<file path="config.mk">
export PLATFORM = sky130hd
export DESIGN_NAME = shift_sequencer
export DESIGN_NICKNAME = d
export VERILOG_FILES = /design/src/rtl/shift_sequencer.sv
export SDC_FILE = /design/constraint.sdc
export NUM_CORES = 1
export LEC_CHECK = 0
export ABC_AREA = 0
export BUFFER_PORTS_ARGS = -buffer_cell sky130_fd_sc_hd__buf_2
export CORE_ASPECT_RATIO = 1.1
export CORE_MARGIN = 2
export CORE_UTILIZATION = 53
export DETAILED_ROUTE_END_ITERATION = 16
export PLACE_DENSITY = 0.78
export RECOVER_POWER = 50
export SYNTH_ARGS = -nofsm -noshare
export SYNTH_HDL_FRONTEND = slang
export SYNTH_SLANG_ARGS = --single-unit
</file>
<file path="constraint.sdc">
create_clock -name CLK -period 3.27 [get_ports CLK]
set_clock_uncertainty 0.05 [all_clocks]
set_input_delay 0.1635 -clock CLK [delete_from_list [all_inputs] [get_ports CLK]]
set_output_delay 0.1635 -clock CLK [all_outputs]
set_load 0.02 [all_outputs]
</file>
<file path="src/rtl/shift_sequencer.sv">
// Multi-bit right-shift sequencer: one 1-bit shift per clock, result with a one-cycle done pulse.
// Optional macro SHIFT_SEQ_ARITH_EN adds an `arith` input selecting sign-fill (arithmetic) shifts.
module shift_sequencer #(
    parameter int WIDTH = 16,
    parameter int AMT_W = 5
) (
    input  logic             CLK,
    input  logic             RST,
    input  logic             start,
    input  logic [WIDTH-1:0] data_in,
    input  logic [AMT_W-1:0] shift_amt,
`ifdef SHIFT_SEQ_ARITH_EN
    input  logic             arith,
`endif
    output logic             busy,
    output logic             done,
    output logic [WIDTH-1:0] data_out
);

    typedef enum logic [1:0] {
        IDLE  = 2'd0,
        SHIFT = 2'd1,
        DONE  = 2'd2
    } state_t;

    state_t           state_q, state_d;
    logic [WIDTH-1:0] work_q, work_d;
    logic [AMT_W-1:0] cnt_q, cnt_d;
    logic [WIDTH-1:0] dout_q, dout_d;
    logic             fill_q, fill_d;
    logic [AMT_W-1:0] amt_clamped;
    logic             start_fill;

    assign amt_clamped = (shift_amt >= AMT_W'(WIDTH)) ? AMT_W'(WIDTH) : shift_amt;

`ifdef SHIFT_SEQ_ARITH_EN
    assign start_fill = arith & data_in[WIDTH-1];
`else
    assign start_fill = 1'b0;
`endif

    // data_out is loaded on the edge that enters DONE so it is valid while done is high.
    always_comb begin
        state_d = state_q;
        work_d  = work_q;
        cnt_d   = cnt_q;
        dout_d  = dout_q;
        fill_d  = fill_q;
        case (state_q)
            IDLE: begin
                if (start) begin
                    work_d = data_in;
                    cnt_d  = amt_clamped;
                    fill_d = start_fill;
                    if (amt_clamped == '0) begin
                        state_d = DONE;
                        dout_d  = data_in;
                    end else begin
                        state_d = SHIFT;
                    end
                end
            end
            SHIFT: begin
                work_d = {fill_q, work_q[WIDTH-1:1]};
                cnt_d  = cnt_q - AMT_W'(1);
                if (cnt_q == AMT_W'(1)) begin
                    state_d = DONE;
                    dout_d  = work_d;
                end
            end
            DONE: begin
                state_d = IDLE;
            end
            default: begin
                state_d = IDLE;
            end
        endcase
    end

    always_ff @(posedge CLK) begin
        if (RST) begin
            state_q <= IDLE;
            work_q  <= '0;
            cnt_q   <= '0;
            dout_q  <= '0;
            fill_q  <= 1'b0;
        end else begin
            state_q <= state_d;
            work_q  <= work_d;
            cnt_q   <= cnt_d;
            dout_q  <= dout_d;
            fill_q  <= fill_d;
        end
    end

    assign busy     = (state_q != IDLE);
    assign done     = (state_q == DONE);
    assign data_out = dout_q;

endmodule

</file>
# After elaboration in Yosys (flattened, before gate mapping)
# Cells that the tools add are included.
op_classes:
  n_eq_ne: 6
  n_mux: 13
  order_cmp: 1
  bitwise_logic: 0
  reduce_logical: 7
  shift: 0
  mul: 0
  div: 0
  n_addsub: 1
ops:
  columns: ["op", "n"]
  rows:
  - ["2-to-1 mux 16 bit", 4]
  - ["one-hot mux 16 bit (2 select lines)", 2]
  - ["2-to-1 mux 5 bit", 2]
  - ["one-hot mux 5 bit (2 select lines)", 1]
  - ["2-to-1 mux 2 bit", 3]
  - ["!= test 2 bit (second input constant)", 3]
  - ["equality test 5 x 1 -> 1 bit (second input constant)", 1]
  - [">= comparator 5 bit (second input constant)", 1]
  - ["zero test 5 bit", 1]
  - ["subtractor 5 x 1 -> 5 bit (second input constant)", 1]
  - ["one-hot mux 2 bit (2 select lines)", 1]
  - ["AND reduction 2 bit", 2]
  - ["AND reduction 4 bit", 1]
  - ["nonzero test 2 bit", 2]
  - ["equality test 2 x 1 -> 1 bit (second input constant)", 1]
  - ["equality test 2 bit (second input constant)", 1]
  - ["zero test 2 bit", 1]
totals:
  n_memories: 0
  latch_bits: 0
  romBits: 0
  regBits: 39
  inputBits: 24
  mem_bits_rw: 0
  wordCells: 32

# Depth between registers and ports, before layout
depth:
  depth_word: 6
  ltp_mapped: 7
  ltp_nobuf: 6

# Least setup slack after synthesis
# No wires, ideal clock.
synth_timing:
  kind: "register to register"
  start: "reg cnt_q[1]"
  end: "reg dout_q[10], in the netlist data_out[10]"
  synth_period_minus_slack_ns: 1.574
  setup_time_ns: 0.088
  path_buffers: 1
  path_stages_with_launch: 8
  arrival_time_ns: 1.435
  slack_ns: 1.696
  required_ns: 3.132
  cell_sequence: "dfxtp_1 > inv_1 > ha_1 > nor4b_2 > o21a_1 > buf_2 > a21oi_2 > a311oi_2"
synth_between:
  elab_chain_len: 3
synth_lines:
  columns: ["element", "line", "text"]
  rows:
  - ["start, declared", "28", "logic [AMT_W-1:0] cnt_q, cnt_d;"]
  - ["start signal, assigned", "90", "cnt_q <= cnt_d;"]
  - ["equality test 5 x 1 -> 1 bit", "66", "if (cnt_q == AMT_W'(1)) begin"]
  - ["!= test 2 bit (no source line)", null, null]
  - ["AND reduction 4 bit (no source line)", null, null]
  - ["end signal, assigned", "91", "dout_q <= dout_d;"]
  - ["end, declared", "29", "logic [WIDTH-1:0] dout_q, dout_d;"]
# No other way between the ends.
# A chain may end at the register's enable or synchronous reset.

# Final worst setup path
layout_timing:
  start: "reg state_q[1]"
  end: "reg dout_q[15], in the netlist data_out[15]"
layout_between:
  elab_chain_len: 3
  word_cells_on_any_way: 8
layout_lines:
  columns: ["element", "line", "text"]
  rows:
  - ["start, declared", "26", "state_t state_q, state_d;"]
  - ["start signal, assigned", "88", "state_q <= state_d;"]
  - ["equality test 2 x 1 -> 1 bit or zero test 2 bit (tied branches)", "49", "case (state_q)"]
  - ["!= test 2 bit (no source line) or nonzero test 2 bit (tied branches)", null, null]
  - ["AND reduction 4 bit (no source line)", null, null]
# Parallel ways exist; a longest one is shown, timed or not.

==> flow_summary.toml <==
[setup_path]
path_max_fanout = 13
criticalPathCategory = "flop to flop"
cp-end-kind = "flop"
cp-start-kind = "flop"
crit_required_ps = 3410
cp_data_arrival_time_ps = 2640

[floorplanning]
rows = 22
die_h_um = 66.4
initial_core_util_pct = 55.8
die_area_sq_mm = 0.00403
core_sq_mm = 0.00336
io_pins = 42
die-width_um = 60.7

[synthesis]
syn_nets = 212
synth-seq-cells = 38
synthAdderAreaFrac_pct = 1.33
synth_edf_count = 0
syn-mean-instance-area_sq_um = 10.1
yosys-top-cells-area = "dfxtp_1 (41%), a311oi_2 (11%), mux2i_1 (8.0%), a211oi_1 (6.8%), a21oi_2 (6.5%)"
ys_types = 34
synth.yosys.seq_area_share_pct = 40.6
ys_async_sr_fraction_pct = 0
synth_top_family_by_area = "compound AO/OA/AOI/OAI gates"
synth_compound_area_share_pct = 32.8
ys_warn_count = 0
yosysTopAreaCell = "dfxtp_1"
synth-xor-area-share_pct = 0
synth-simple-area-share_pct = 10.8
synth_top_area_share_pct = 40.6
muxShareOfSynthArea_pct = 8.01
synth_area_sq_mm = 0.00188
ys.flop_type = "dfxtp_1"
syn_inst = 186

[worst_hold_path]
hp-class = "primary input to flop"

[timing]
clock.fmax_mhz = 400
hold_viol = 0
relSlewSlack_pct = 41.1
fin_crit_sh_pct = 76.4
drv_slew = 0
fin_ws_ps = 772
tns_ps = 0
rsz0062_at_grt = "false"
setup_viol = 0
fin_crit_ps = 2500
worst_pin_slew_ps = 880

[global_routing]
grt_use_total_pct = 21.1
antenna_found_initial = 0
gr-total-overflow = 0
grt_pass1_vias = 1490
grt_start_max_net_pins = 39
grt_pass1_wl_mm = 6.40

[power_and_ir_drop]
powerDensity_mw_per_mm2 = 623
p_leak_nw = 0.820
ir_drop_mv = 0.366

[clock_network]
clk-insertion-delay-late_ps = 340
cts-root-buf = "clkbuf_4"
hold_buffers = 0
numCtsBuffers = 5
max-clock-path-buffers = 2
cts_resized = 0
cts_setup_buffers = 0
clkSlewWorstSetupHoldPaths_ps = 100
cts_tree = "yes"
cts_htree_levels = 2
clock-sinks = 38

[place]
gp_congestion = 0.922
hpwl_mm = 2.71
io_buffer_count = 41
placed_area_sq_mm = 0.00208
pre_cts_ws_ps = 980
dpl.cell_count = 263

[routing]
vias_per_cell = 5.84
drc = 0
wirelength_mm = 3.80
drt_iter0_drc = 36
drtPass1Iterations = 4
wl_per_cell_um = 14.1
via_count = 1572
antenna_left = 0

[finish]
multi_input_area_sq_um = 992
final_cell_count_no_fill = 269
drive_gt1_share_pct = 30.3
syn2layout_area_growth_pct = 12.3
nNetsFinal = 248
finalInstanceArea_sq_mm = 0.00211
nFillCells = 304
num_antenna_cells = 0
ff_latch_area_sq_um = 761

[job]
drv_cap = 0

[run_status]
status = "finished clean"
[final timing paths]
check / start / end / slack [ps] / cells past startpoint
worst min register to register: work_q[15] / work_q[15] / 420 / 2
worst min-delay path: data_in[15] / work_q[15] / 40 / 3
worst max register to register: state_q[1] / data_out[15] / 770 / 5
worst max-delay path: state_q[1] / data_out[15] / 770 / 5
[where the power goes]
part / switching, mW / internal, mW / leakage, nW
Combinational: 0.301 / 0.183 / 0.477
Sequential: 0.0551 / 0.537 / 0.313
Clock: 0.139 / 0.0969 / 0.0302
Total: 0.495 / 0.817 / 0.820
[cell usage in the layout, fill, tap and decap left out, types with 2 or more instances in the layout]
cell and count:
dfxtp_1 38, buf_2 23, nor2_1 19, clkbuf_1 19, a211oi_1 17, mux2i_1 15, a21oi_2 14, a311oi_2 14
a21oi_1 9, inv_1 5, clkbuf_4 5, buf_4 5, nand2_1 4, nor3_1 4, o21ai_0 4, nor2b_1 3
nand2b_1 2, o21a_1 2, nor4_1 2, ha_1 2
[layout make-up]
| cell class | instances | area share [%] |
|---|---|---|
| Inverter | 5 | 0.891 |
| Multi-Input combinational cell | 125 | 47.1 |
| Clock buffer | 6 | 2.43 |
| Timing Repair Buffer | 47 | 10.6 |
| Sequential cell | 38 | 36.1 |
| Tap cell | 48 | 2.85 |
[layer usage]
layer  track usage, %  routed length (um)  up-vias
met4             7.88                  81        0
met5                0                   0        -
met2             37.0                1900       33
met3             6.65                 170       11
li1                 -                   -      771
met1             23.2                1650      757
[worst max-delay path: stages, from the launching register on]
cell	delay [ps]
dfxtp_1	490
nand2b_1	580
clkbuf_1	680
o21ai_0	250
o21ai_0	210
a21oi_1	90
[flip-flops by register name, indices dropped and copies added (netlist names)]
register,count
cnt_q,5
data_out,16
state_q,2
work_q,15
[metrics by stage]
stage	util, %	hold slack, ps	total power [mW]
after detailed placement	62.0	400	1.10
after CTS	63.5	31.3	1.33
after global placement	62.0	393	1.07
after floorplan	-	261	0.991
after global routing	62.7	40.9	1.40
final	62.7	39.0	1.31
[cells by family after synthesis]
family,Yosys count
compound gates,68
fa+ha+maj,2
buf+inv,23
flops,38
mux,15
simple gates,40
[Yosys cell counts (3+ instances only)]
cell and n:
inv_1 5, buf_2 5, mux2i_1 15, nor2_1 19, a311oi_2 14, clkbuf_1 7, a21oi_1 9, o21ai_0 4
dfxtp_1 38, nor3_1 4, a21oi_2 14, nor2b_1 3, nand2_1 4, a211oi_1 17, buf_4 4
Power figures use the tool's default switching activity.
